--- config.mk ---
export PLATFORM = sky130hd
export DESIGN_NAME = decode_seq_stage_flat
export DESIGN_NICKNAME = d
export VERILOG_FILES = /design/src/rtl/decode_seq_stage_if.sv /design/src/rtl/decode_seq_stage.sv /design/src/flat_wrapper.sv
export SDC_FILE = /design/constraint.sdc
export NUM_CORES = 1
export LEC_CHECK = 0
export CAP_MARGIN = 40
export CORE_MARGIN = 2
export CORE_UTILIZATION = 28
export DETAILED_ROUTE_END_ITERATION = 8
export SLEW_MARGIN = 10
export SYNTH_ARGS = -nofsm -noshare
export SYNTH_HDL_FRONTEND = slang
export SYNTH_SLANG_ARGS = --single-unit
--- constraint.sdc ---
create_clock -name clk -period 2.4 [get_ports clk]
set_input_delay 0.24 -clock clk [delete_from_list [all_inputs] [get_ports clk]]
set_output_delay 0.24 -clock clk [all_outputs]
set_load 0.01 [all_outputs]
--- src/rtl/decode_seq_stage_if.sv ---
// Purpose: fetch-to-decode handshake plus the registered decode result bus.
// Latency: none, this is wiring only.
// Backpressure: in_valid/in_ready from fetch; stall/flush come from downstream control.
// Ports: master = fetch/control side (drives instr, pc_in, stall, flush),
//        slave  = decode stage (drives in_ready and all decoded outputs).
interface decode_seq_stage_if #(
    parameter int PC_W      = 16,
    parameter int IMM_OUT_W = 16
);
    logic                 in_valid;
    logic                 in_ready;
    logic [15:0]          instr;
    logic [PC_W-1:0]      pc_in;
    logic                 stall;
    logic                 flush;
    logic                 out_valid;
    logic [4:0]           opertn;
    logic [2:0]           RA;
    logic [2:0]           RB;
    logic [2:0]           RC;
    logic                 check_c;
    logic                 check_z;
    logic                 do_comp;
    logic                 check_imm;
    logic [IMM_OUT_W-1:0] imm_value;
    logic [PC_W-1:0]      pc_out;
    logic                 uop_last;
    logic                 illegal;

    modport master (
        output in_valid, instr, pc_in, stall, flush,
        input  in_ready, out_valid, opertn, RA, RB, RC, check_c, check_z,
               do_comp, check_imm, imm_value, pc_out, uop_last, illegal
    );

    modport slave (
        input  in_valid, instr, pc_in, stall, flush,
        output in_ready, out_valid, opertn, RA, RB, RC, check_c, check_z,
               do_comp, check_imm, imm_value, pc_out, uop_last, illegal
    );
endinterface

--- src/rtl/decode_seq_stage.sv ---
// Purpose: decode stage; registers decoded control fields and expands LM/SM into per-register micro-ops.
// Latency: 1 cycle from accept to output; LM/SM micro-ops start 1 cycle after accept, one per cycle.
// Backpressure: in_ready = !stall && IDLE; stall freezes all registers; flush kills output and sequence.
// Ports: clk, rst_n (async active-low), bus (slave side of decode_seq_stage_if).
module decode_seq_stage #(
    parameter int PC_W      = 16,
    parameter int IMM_OUT_W = 16,
    parameter bit SEXT_IMM  = 1'b1
) (
    input  logic                 clk,
    input  logic                 rst_n,
    decode_seq_stage_if.slave    bus
);
    localparam logic [4:0] OP_LM      = 5'd18;
    localparam logic [4:0] OP_SM      = 5'd19;
    localparam logic [4:0] OP_ILLEGAL = 5'h1F;

    typedef enum logic {IDLE, SEQ} state_t;

    typedef struct packed {
        logic [4:0]           opertn;
        logic [2:0]           ra;
        logic [2:0]           rb;
        logic [2:0]           rc;
        logic                 check_c;
        logic                 check_z;
        logic                 do_comp;
        logic                 check_imm;
        logic [IMM_OUT_W-1:0] imm;
        logic                 illegal;
    } dec_t;

    state_t               state;
    logic [7:0]           seq_mask;   // registers still to be emitted
    logic [2:0]           seq_k;      // micro-ops already emitted
    logic [2:0]           seq_base;
    logic                 seq_is_sm;
    logic [PC_W-1:0]      seq_pc;

    dec_t                 dec;
    logic [3:0]           op;
    logic [2:0]           r1, r2, r3, func;
    logic [1:0]           sub;
    logic [IMM_OUT_W-1:0] imm6, imm9;
    logic                 is_multi;
    logic [2:0]           sel;
    logic [7:0]           mask_rest;
    logic                 seq_last;

    assign bus.in_ready = !bus.stall && (state == IDLE);

    assign op   = bus.instr[15:12];
    assign r1   = bus.instr[11:9];
    assign r2   = bus.instr[8:6];
    assign r3   = bus.instr[5:3];
    assign func = bus.instr[2:0];
    assign imm6 = SEXT_IMM ? {{(IMM_OUT_W-6){bus.instr[5]}}, bus.instr[5:0]}
                           : {{(IMM_OUT_W-6){1'b0}}, bus.instr[5:0]};
    assign imm9 = SEXT_IMM ? {{(IMM_OUT_W-9){bus.instr[8]}}, bus.instr[8:0]}
                           : {{(IMM_OUT_W-9){1'b0}}, bus.instr[8:0]};
    assign is_multi = (op == 4'b0110) || (op == 4'b0111);

    // Variant order within a family: unconditional, carry, zero, with-carry.
    always_comb begin
        sub = 2'd0;
        case (func[1:0])
            2'b00: sub = 2'd0;
            2'b10: sub = 2'd1;
            2'b01: sub = 2'd2;
            2'b11: sub = 2'd3;
            default: sub = 2'd0;
        endcase
    end

    always_comb begin
        dec = '0;
        case (op)
            4'b0000: begin  // ADI
                dec.opertn = 5'd0; dec.ra = r1; dec.rc = r2;
                dec.check_imm = 1'b1; dec.imm = imm6;
            end
            4'b0001: begin  // ADD family
                dec.opertn  = 5'd1 + 5'(sub) + (func[2] ? 5'd4 : 5'd0);
                dec.ra = r1; dec.rb = r2; dec.rc = r3;
                dec.do_comp = func[2];
                dec.check_c = (func[1:0] == 2'b10);
                dec.check_z = (func[1:0] == 2'b01);
            end
            4'b0010: begin  // NAND family; no with-carry variant exists
                if (func[1:0] == 2'b11) begin
                    dec.opertn = OP_ILLEGAL; dec.illegal = 1'b1;
                end else begin
                    dec.opertn  = 5'd9 + 5'(sub) + (func[2] ? 5'd3 : 5'd0);
                    dec.ra = r1; dec.rb = r2; dec.rc = r3;
                    dec.do_comp = func[2];
                    dec.check_c = (func[1:0] == 2'b10);
                    dec.check_z = (func[1:0] == 2'b01);
                end
            end
            4'b0011: begin  // LLI
                dec.opertn = 5'd15; dec.rc = r1; dec.check_imm = 1'b1; dec.imm = imm6;
            end
            4'b0100: begin  // LW
                dec.opertn = 5'd16; dec.rc = r1; dec.rb = r2;
                dec.check_imm = 1'b1; dec.imm = imm6;
            end
            4'b0101: begin  // SW
                dec.opertn = 5'd17; dec.ra = r1; dec.rb = r2;
                dec.check_imm = 1'b1; dec.imm = imm6;
            end
            4'b0110: dec.opertn = OP_LM;
            4'b0111: dec.opertn = OP_SM;
            4'b1000, 4'b1001, 4'b1010: begin  // BEQ, BLT, BLE
                dec.opertn = 5'd20 + 5'(op[1:0]);
                dec.ra = r1; dec.rb = r2; dec.imm = imm6;
            end
            4'b1100: begin  // JAL
                dec.opertn = 5'd23; dec.rc = r1; dec.check_imm = 1'b1; dec.imm = imm9;
            end
            4'b1101: begin  // JLR
                dec.opertn = 5'd24; dec.rc = r1; dec.rb = r2; dec.imm = imm6;
            end
            4'b1111: begin  // JRI
                dec.opertn = 5'd25; dec.ra = r1; dec.check_imm = 1'b1; dec.imm = imm9;
            end
            default: begin
                dec.opertn = OP_ILLEGAL; dec.illegal = 1'b1;
            end
        endcase
    end

    // Lowest-numbered register still pending; mask bit (7-i) selects Ri.
    always_comb begin
        sel = 3'd0;
        for (int i = 7; i >= 0; i--) begin
            if (seq_mask[7-i]) sel = 3'(i);
        end
        mask_rest = seq_mask & ~(8'h80 >> sel);
        seq_last  = (mask_rest == 8'h00);
    end

    always_ff @(posedge clk or negedge rst_n) begin
        if (!rst_n) begin
            state         <= IDLE;
            seq_mask      <= '0;
            seq_k         <= '0;
            seq_base      <= '0;
            seq_is_sm     <= 1'b0;
            seq_pc        <= '0;
            bus.out_valid <= 1'b0;
            bus.opertn    <= '0;
            bus.RA        <= '0;
            bus.RB        <= '0;
            bus.RC        <= '0;
            bus.check_c   <= 1'b0;
            bus.check_z   <= 1'b0;
            bus.do_comp   <= 1'b0;
            bus.check_imm <= 1'b0;
            bus.imm_value <= '0;
            bus.pc_out    <= '0;
            bus.uop_last  <= 1'b0;
            bus.illegal   <= 1'b0;
        end else if (bus.flush) begin
            bus.out_valid <= 1'b0;
            state         <= IDLE;
        end else if (!bus.stall) begin
            case (state)
                IDLE: begin
                    if (bus.in_valid && is_multi) begin
                        // LM/SM only latches the sequence; micro-ops come from SEQ.
                        bus.out_valid <= 1'b0;
                        seq_mask      <= bus.instr[7:0];
                        seq_k         <= 3'd0;
                        seq_base      <= r1;
                        seq_is_sm     <= op[0];
                        seq_pc        <= bus.pc_in;
                        if (bus.instr[7:0] != 8'h00) state <= SEQ;
                    end else if (bus.in_valid) begin
                        bus.out_valid <= 1'b1;
                        bus.opertn    <= dec.opertn;
                        bus.RA        <= dec.ra;
                        bus.RB        <= dec.rb;
                        bus.RC        <= dec.rc;
                        bus.check_c   <= dec.check_c;
                        bus.check_z   <= dec.check_z;
                        bus.do_comp   <= dec.do_comp;
                        bus.check_imm <= dec.check_imm;
                        bus.imm_value <= dec.imm;
                        bus.pc_out    <= bus.pc_in;
                        bus.uop_last  <= 1'b1;
                        bus.illegal   <= dec.illegal;
                    end else begin
                        bus.out_valid <= 1'b0;
                    end
                end
                SEQ: begin
                    bus.out_valid <= 1'b1;
                    bus.opertn    <= seq_is_sm ? OP_SM : OP_LM;
                    bus.RA        <= seq_base;
                    bus.RB        <= 3'd0;
                    bus.RC        <= sel;
                    bus.check_c   <= 1'b0;
                    bus.check_z   <= 1'b0;
                    bus.do_comp   <= 1'b0;
                    bus.check_imm <= 1'b1;
                    bus.imm_value <= {{(IMM_OUT_W-3){1'b0}}, seq_k};
                    bus.pc_out    <= seq_pc;
                    bus.uop_last  <= seq_last;
                    bus.illegal   <= 1'b0;
                    seq_mask      <= mask_rest;
                    seq_k         <= seq_k + 3'd1;
                    if (seq_last) state <= IDLE;
                end
                default: state <= IDLE;
            endcase
        end
    end
endmodule

--- src/flat_wrapper.sv ---
// flat-port wrapper written by rule: the top's interface ports become plain ports
module decode_seq_stage_flat 
#(
    parameter int PC_W      = 16,
    parameter int IMM_OUT_W = 16,
    parameter bit SEXT_IMM  = 1'b1
)
  (clk, rst_n, bus_in_valid, bus_instr, bus_pc_in, bus_stall, bus_flush, bus_in_ready, bus_out_valid, bus_opertn, bus_RA, bus_RB, bus_RC, bus_check_c, bus_check_z, bus_do_comp, bus_check_imm, bus_imm_value, bus_pc_out, bus_uop_last, bus_illegal);
  decode_seq_stage_if #(.PC_W(PC_W), .IMM_OUT_W(IMM_OUT_W)) bus_i ();
  input  logic clk;
  input  logic rst_n;
  input wire logic [$bits(bus_i.in_valid)-1:0] bus_in_valid;
  input wire logic [$bits(bus_i.instr)-1:0] bus_instr;
  input wire logic [$bits(bus_i.pc_in)-1:0] bus_pc_in;
  input wire logic [$bits(bus_i.stall)-1:0] bus_stall;
  input wire logic [$bits(bus_i.flush)-1:0] bus_flush;
  output wire logic [$bits(bus_i.in_ready)-1:0] bus_in_ready;
  output wire logic [$bits(bus_i.out_valid)-1:0] bus_out_valid;
  output wire logic [$bits(bus_i.opertn)-1:0] bus_opertn;
  output wire logic [$bits(bus_i.RA)-1:0] bus_RA;
  output wire logic [$bits(bus_i.RB)-1:0] bus_RB;
  output wire logic [$bits(bus_i.RC)-1:0] bus_RC;
  output wire logic [$bits(bus_i.check_c)-1:0] bus_check_c;
  output wire logic [$bits(bus_i.check_z)-1:0] bus_check_z;
  output wire logic [$bits(bus_i.do_comp)-1:0] bus_do_comp;
  output wire logic [$bits(bus_i.check_imm)-1:0] bus_check_imm;
  output wire logic [$bits(bus_i.imm_value)-1:0] bus_imm_value;
  output wire logic [$bits(bus_i.pc_out)-1:0] bus_pc_out;
  output wire logic [$bits(bus_i.uop_last)-1:0] bus_uop_last;
  output wire logic [$bits(bus_i.illegal)-1:0] bus_illegal;
  assign bus_i.in_valid = bus_in_valid;
  assign bus_i.instr = bus_instr;
  assign bus_i.pc_in = bus_pc_in;
  assign bus_i.stall = bus_stall;
  assign bus_i.flush = bus_flush;
  assign bus_in_ready = bus_i.in_ready;
  assign bus_out_valid = bus_i.out_valid;
  assign bus_opertn = bus_i.opertn;
  assign bus_RA = bus_i.RA;
  assign bus_RB = bus_i.RB;
  assign bus_RC = bus_i.RC;
  assign bus_check_c = bus_i.check_c;
  assign bus_check_z = bus_i.check_z;
  assign bus_do_comp = bus_i.do_comp;
  assign bus_check_imm = bus_i.check_imm;
  assign bus_imm_value = bus_i.imm_value;
  assign bus_pc_out = bus_i.pc_out;
  assign bus_uop_last = bus_i.uop_last;
  assign bus_illegal = bus_i.illegal;
  decode_seq_stage #(.PC_W(PC_W), .IMM_OUT_W(IMM_OUT_W), .SEXT_IMM(SEXT_IMM)) u_core (.clk(clk), .rst_n(rst_n), .bus(bus_i));
endmodule
==> qor.csv, run 1 <==
stage;metric;value;unit
sta;finalMaxSlewViolations;0;
placement;dp.final_hpwl;8930;um
clocking;cts_resized;0;
status;outcome;complete, no violations;
logic_synthesis;syn_area_per_cell;9.26;um2
logic_synthesis;ys.flop_type;dfrtp_1;
worst_hold_path;hp-class;in -> async;
setup_path;arrival;2.35;ns
grt;grt_pass1_vias;3846;
routing;post-route-drc-count;0;
routing;final_antenna_net_count;0;
grt;met2_usage;0.237;
logic_synthesis;synth_seq_area_share;0.468;
floorplanning;coreArea;14500;um2
clocking;cts.sinks;78;
setup_path;crit_chain;clkdlybuf4s50_1, inv_1, ha_1, o21bai_1, ha_1, fa_1, inv_1, o21ai_0, a21oi_1, a31oi_1, a21oi_1;
power;p_sw;1.28;mW
setup_path;rrSetupSlack;0.39;ns
logic_synthesis;yosysWarnings;0;
clocking;htreeDepth;3;
setup_path;critPathBufInv;3;
clocking;cts_buffer_depth;2;
floorplanning;start_util;0.287;
logic_synthesis;synth_top_area_cell;dfrtp_1;
grt;grt_max_degree;42;
setup_path;cp_top_family;adder cells;
logic_synthesis;syn_inst;450;
placement;port_buffers;90;
grt;grt_use_total;0.159;
setup_path;cp.required;2.61;ns
routing;drt_pass1_iterations;5;
final_layout;layout_commonest_cell;nand2_1;
power;combinationalPowerShare;0.262;
grt;use_met3;0.0450;
power;leakagePower;2.48;nW
routing;wire_per_inst;16.4;um
placement;dp_cells;722;
floorplanning;die_y;126;um
clocking;cts-root-buf;clkbuf_16;
setup_path;cp_max_fo;3;
routing;num_vias;3764;
setup_path;worstSetupStartpointType;input pin;
logic_synthesis;ys_async_sr_fraction;1.00;
setup_path;critPathKind;in -> reg;
grt;top_usage_layer;met2;
grt;grt.overflow.total;0;
final_layout;final_cell_mix;nand2_1 (97), clkdlybuf4s50_1 (89), dfrtp_1 (77);
clocking;postCtsSetupRepairBufs;0;
sta;final-hold-violation-count;0;
logic_synthesis;synth_area;4170;um2
logic_synthesis;synth_top_cells_by_area;dfrtp_1 (47%), nand2_1 (8.7%), o21ai_0 (4.2%);
final_layout;layout-drive-gt1-share;0.119;
routing;finalWirelength;12200;um
clocking;numCtsBuffers;9;
floorplanning;die_w;126;um
final_layout;n_fill_cell;1466;
final_layout;diodes;0;
sta;min_period_over_period;0.891;
grt;grt.met1_usage;0.221;
final_layout;instances_no_fill;739;
floorplanning;dieArea;15900;um2
sta;rsz0062_at_grt;false;
sta;min_period;2.14;ns
final_layout;area_growth;36.8;%
sta;setup_viol;0;
placement;gp_congestion;0.876;
power;p_int;2.84;mW
grt;grt_pass1_wl;20200;um
logic_synthesis;synth_edf_count;0;
power;ir_worst_vdd;0.362;mV
power;p_seq_frac;0.425;
clocking;postCtsHoldBufs;1;
logic_synthesis;ys_seq_elements;78;
power;clkPwrFrac;0.313;
setup_path;max_stage_delay;0.50;ns
sta;holdWs;0.423;ns
routing;drt_first_iter_violations;184;
routing;viasPerCell;5.09;
flow_run;max_cap_violations;0;
clocking;clkTransAtPathRegs;0.06;ns
setup_path;end_kind;register;
logic_synthesis;mappedNetlistNets;498;
logic_synthesis;yosysTopAreaCellShare;0.468;
clocking;clk_latency;0.34;ns
floorplanning;ios;91;
final_layout;nets;598;
clocking;cts_tree;yes;
sta;fin_skew;0.00692;ns
logic_synthesis;ys_types;53;
floorplanning;fp-row-count;44;
sta;worst_pin_slew;0.592;ns
power;sw_frac_of_total;0.310;
power;p_per_area;721;nW/um2
grt;antenna_found_initial;0;
setup_path;cp_slowest_cell;clkdlybuf4s50_1;
sta;fmax;468;MHz
sta;slew_headroom;0.600;
[per-stage QoR]
step                setup TNS [ns]  cell area (um2)   util  worst slack (ns)  total power [mW]
global placement           -0.0646             5420  0.373           -0.0646              2.83
global route                     0             5700  0.392             0.163              4.36
CTS                              0             5700  0.392             0.284              4.16
floorplan                        0             4170      -             0.505              2.28
finish                           0             5700  0.392             0.261              4.11
detailed placement         -0.0815             5420  0.373           -0.0681              2.85
[Yosys cell counts, drive strengths merged, types with 3 or more instances]
master and number:
nor3b 4, nor3 9, a22oi 3, a22o 15, nor2b 10, a32o 6
dfrtp 78, o22ai 3, nand2 97, nor4 8, ha 10, a221oi 5
a211oi 4, mux2i 17, or3 3, a21oi 21, buf 23, nor2 30
a21o 3, clkbuf 16, o21ai 35, inv 9, nand3 8, a221o 4
[metal layers]
layer | wire length (um) | up-vias
li1 | - | 1796
met2 | 5280 | 142
met3 | 875 | 27
met4 | 323 | 0
met5 | 0 | -
met1 | 5680 | 1799
[flip-flops by register name, indices dropped and copies added, names as in the netlist, 3 cells and up]
register / count
u_core.bus.RA: 3
u_core.bus.RB: 3
u_core.bus.RC: 3
u_core.bus.imm_value: 9
u_core.bus.opertn: 5
u_core.bus.pc_out: 16
u_core.seq_base: 3
u_core.seq_k: 3
u_core.seq_mask: 8
u_core.seq_pc: 16
[layout make-up]
cell class              count  area, um2  share of cell area
multi-input cells         324       1990               0.349
flip-flops and latches     78       1950               0.342
clock inverters             7       50.0             0.00877
well taps                 184        230              0.0404
inverters                   9       33.8             0.00592
clock buffers               9        225              0.0395
repair buffers            128       1220               0.215
[power groups by stage]
stage          registers [mW]  clock network (mW)  logic [mW]
2_1_floorplan            1.77                   0       0.512
3_3_place_gp             1.76                   0        1.07
3_5_place_dp             1.77                   0        1.09
4_1_cts                  1.75                1.32        1.09
5_1_grt                  1.79                1.38        1.19
6_report                 1.75                1.29        1.08
[worst register-to-register path: cells and delay by family (launching register included)]
family	cells	cell delay, ns
compound gates	2	0.30
simple gates	3	1.10
flops	1	0.48
[worst paths after layout]
path / start / endpoint / cells past startpoint
max: bus_instr[0] / u_core.bus.opertn[1]$_DFFE_PN0P_ / 11
min: rst_n / u_core.bus.RB[0]$_DFFE_PN0P_ / 2
max reg2reg: u_core.seq_mask[7]$_DFFE_PN0P_ / u_core.state$_DFFE_PN0P_ / 5
min reg2reg: u_core.seq_pc[11]$_DFFE_PN0P_ / u_core.seq_pc[11]$_DFFE_PN0P_ / 2
max in group asynchronous: rst_n / u_core.seq_pc[8]$_DFFE_PN0P_ / 3
min in group clk: bus_pc_in[5] / u_core.seq_pc[5]$_DFFE_PN0P_ / 3
[logic make-up (layout without fill, tap and decap cells)]
group                    count (synthesis)  after routing  share of synthesized area
AND/OR/NAND/NOR                        179            179                      0.201
adder cells (fa/ha/maj)                 11             11                     0.0348
XOR/XNOR                                 2              2                    0.00420
multiplexers                            17             17                     0.0408
buffers and inverters                   48            153                     0.0576
AO/OA/AOI/OAI                          115            115                      0.193
flip-flops                              78             78                      0.468
(Power assumes the default switching activity.)
==> run 2: changes to the inputs <==
CAP_MARGIN = 15   (was 40)
REMOVE_ABC_BUFFERS = 1   (was not set)
==> run 2 against run 1 <==
Effect of this change:
- wire length is 2.2% higher
- largest cell class unchanged
- clock-buffer cell count increased by 3
- final cell count down 0.41%
==> qor.csv, run 2 (synthesized netlist as in run 1, its figures left out) <==
stage;metric;value;unit;change
setup_path;worstSetupStartpointType;input pin;;unchanged
power;p_int;2.85;mW;was 2.84 mW
power;sw_frac_of_total;0.298;;was 0.310
routing;finalWirelength;12400;um;was 12200 um
placement;gp_congestion;0.813;;was 0.876
sta;setup_viol;0;;unchanged
final_layout;layout_commonest_cell;nand2_1;;unchanged
clocking;htreeDepth;3;;unchanged
power;p_sw;1.21;mW;was 1.28 mW
final_layout;nets;597;;was 598
clocking;cts_tree;yes;;unchanged
sta;finalMaxSlewViolations;0;;unchanged
sta;slew_headroom;0.600;;about the same
sta;fin_skew;0.00369;ns;was 0.00692 ns
final_layout;largestRegisters;u_core.bus.pc_out x16, u_core.seq_pc x16, u_core.bus.imm_value x9;;unchanged
routing;post-route-drc-count;0;;unchanged
power;p_seq_frac;0.430;;was 0.425
routing;num_vias;3774;;was 3764
clocking;cts-root-buf;clkbuf_16;;unchanged
setup_path;cp_slowest_cell;clkdlybuf4s50_1;;unchanged
placement;place_ws;-0.133;ns;was -0.0681 ns
routing;drt_first_iter_violations;211;;was 184
clocking;cts.sinks;78;;unchanged
grt;grt.overflow.total;0;;unchanged
grt;grt_use_total;0.159;;about the same
grt;grt_max_degree;54;;was 42
sta;worst_pin_slew;0.600;ns;was 0.592 ns
setup_path;arrival;2.40;ns;was 2.35 ns
clocking;postCtsSetupRepairBufs;0;;unchanged
setup_path;cp.required;2.61;ns;about the same
power;p_per_area;716;nW/um2;was 721 nW/um2
floorplanning;die_w;126;um;unchanged
clocking;clk_latency;0.34;ns;about the same
routing;final_antenna_net_count;0;;unchanged
sta;final-hold-violation-count;0;;unchanged
power;combinationalPowerShare;0.266;;was 0.262
floorplanning;coreArea;14500;um2;unchanged
placement;port_buffers;90;;unchanged
setup_path;max_stage_delay;0.55;ns;was 0.50 ns
status;outcome;complete, no violations;;unchanged
setup_path;critPathKind;in -> reg;;unchanged
final_layout;area_growth;35.9;%;was 36.8%
final_layout;diodes;0;;unchanged
power;power.total;4.06;mW;was 4.11 mW
worst_hold_path;hp-class;in -> async;;unchanged
grt;grt_pass1_vias;3814;;was 3846
routing;viasPerCell;5.13;;was 5.09
sta;rsz0062_at_grt;false;;unchanged
final_layout;final_cell_mix;nand2_1 (97), clkdlybuf4s50_1 (89), dfrtp_1 (77);;unchanged
power;ir_worst_vdd;0.350;mV;was 0.362 mV
sta;fmax;456;MHz;was 468 MHz
sta;min_period;2.19;ns;was 2.14 ns
setup_path;end_kind;register;;unchanged
floorplanning;ios;91;;unchanged
sta;fin_ws;0.206;ns;was 0.261 ns
routing;drt_pass1_iterations;6;;was 5
final_layout;n_fill_cell;1489;;was 1466
sta;holdWs;0.456;ns;was 0.423 ns
floorplanning;dieArea;15900;um2;unchanged
placement;dp.final_hpwl;8910;um;was 8930 um
clocking;cts_buffer_depth;2;;unchanged
floorplanning;fp-row-count;44;;unchanged
clocking;clkTransAtPathRegs;0.06;ns;about the same
final_layout;layout-drive-gt1-share;0.111;;was 0.119
power;leakagePower;2.47;nW;was 2.48 nW
routing;wire_per_inst;16.9;um;was 16.4 um
floorplanning;die_y;126;um;unchanged
flow_run;max_cap_violations;0;;unchanged
power;clkPwrFrac;0.304;;was 0.313
clocking;numCtsBuffers;9;;unchanged
grt;antenna_found_initial;0;;unchanged
sta;min_period_over_period;0.914;;was 0.891
floorplanning;start_util;0.287;;unchanged
grt;grt_pass1_wl;20100;um;was 20200 um
setup_path;crit_chain;clkdlybuf4s50_1, inv_1, ha_1, o21bai_1, ha_1, fa_1, inv_1, o21ai_0, a21oi_1, a31oi_1, a21oi_1;;unchanged
setup_path;cp_max_fo;4;;was 3
-- run 2: layer usage --
layer / part of all wire / vias to the layer above / track usage
met5: 0 / - / 0
met4: 0.019 / 0 / 0.0582
met3: 0.062 / 17 / 0.0429
met2: 0.45 / 114 / 0.244
met1: 0.47 / 1858 / 0.215
li1: - / 1785 / -
-- run 2: final timing paths --
check	depth (start not counted)	end	slack, ns	start
min in group clk	3	u_core.seq_pc[9]$_DFFE_PN0P_	0.46	bus_pc_in[9]
max reg2reg	5	u_core.state$_DFFE_PN0P_	0.44	u_core.seq_mask[7]$_DFFE_PN0P_
max	11	u_core.bus.opertn[1]$_DFFE_PN0P_	0.21	bus_instr[1]
max in group asynchronous	3	u_core.bus.pc_out[7]$_DFFE_PN0P_	1.33	rst_n
min	2	u_core.bus.check_z$_DFFE_PN0P_	0.46	rst_n
min reg2reg	2	u_core.seq_pc[0]$_DFFE_PN0P_	0.47	u_core.seq_pc[0]$_DFFE_PN0P_
-- run 2: worst max-delay path, delay by kind of cell --
kind / cells / cell delay [ns]
fa+ha+maj: 3 / 0.86
buf+inv: 3 / 0.68
compound gates: 5 / 0.61
-- run 2: layout make-up --
type | count | area, um2 | area share
clock buffers | 12 | 246 | 0.0435
clock inverters | 2 | 10.0 | 0.00177
inverters | 9 | 33.8 | 0.00596
multi-input cells | 324 | 1990 | 0.351
flip-flops and latches | 78 | 1950 | 0.345
well taps | 184 | 230 | 0.0406
repair buffers | 127 | 1200 | 0.212
-- run 2: stage by stage --
stage	instances	utilization	TNS [ns]	area [um2]
3_3_place_gp	721	0.371	-0.105	5400
2_1_floorplan	411	-	-81.79	3960
4_1_cts	736	0.390	0	5670
5_1_grt	736	0.390	0	5670
6_report	736	0.390	0	5670
3_5_place_dp	721	0.371	-0.166	5400
-- run 2: power groups by stage --
stage                     combinational, mW  clock, mW  sequential, mW
final                                  1.08       1.23            1.75
after global routing                   1.18       1.32            1.78
after CTS                              1.09       1.26            1.75
after detailed placement               1.09          0            1.77
after global placement                 1.07          0            1.76
after floorplan                       0.397          0            1.81
-- run 2: what timing repair did --
item | in CTS | in global routing
hold buffers | 1 | 0
gates resized for setup | 0 | 0
hold endpoints to repair | 39 | 0
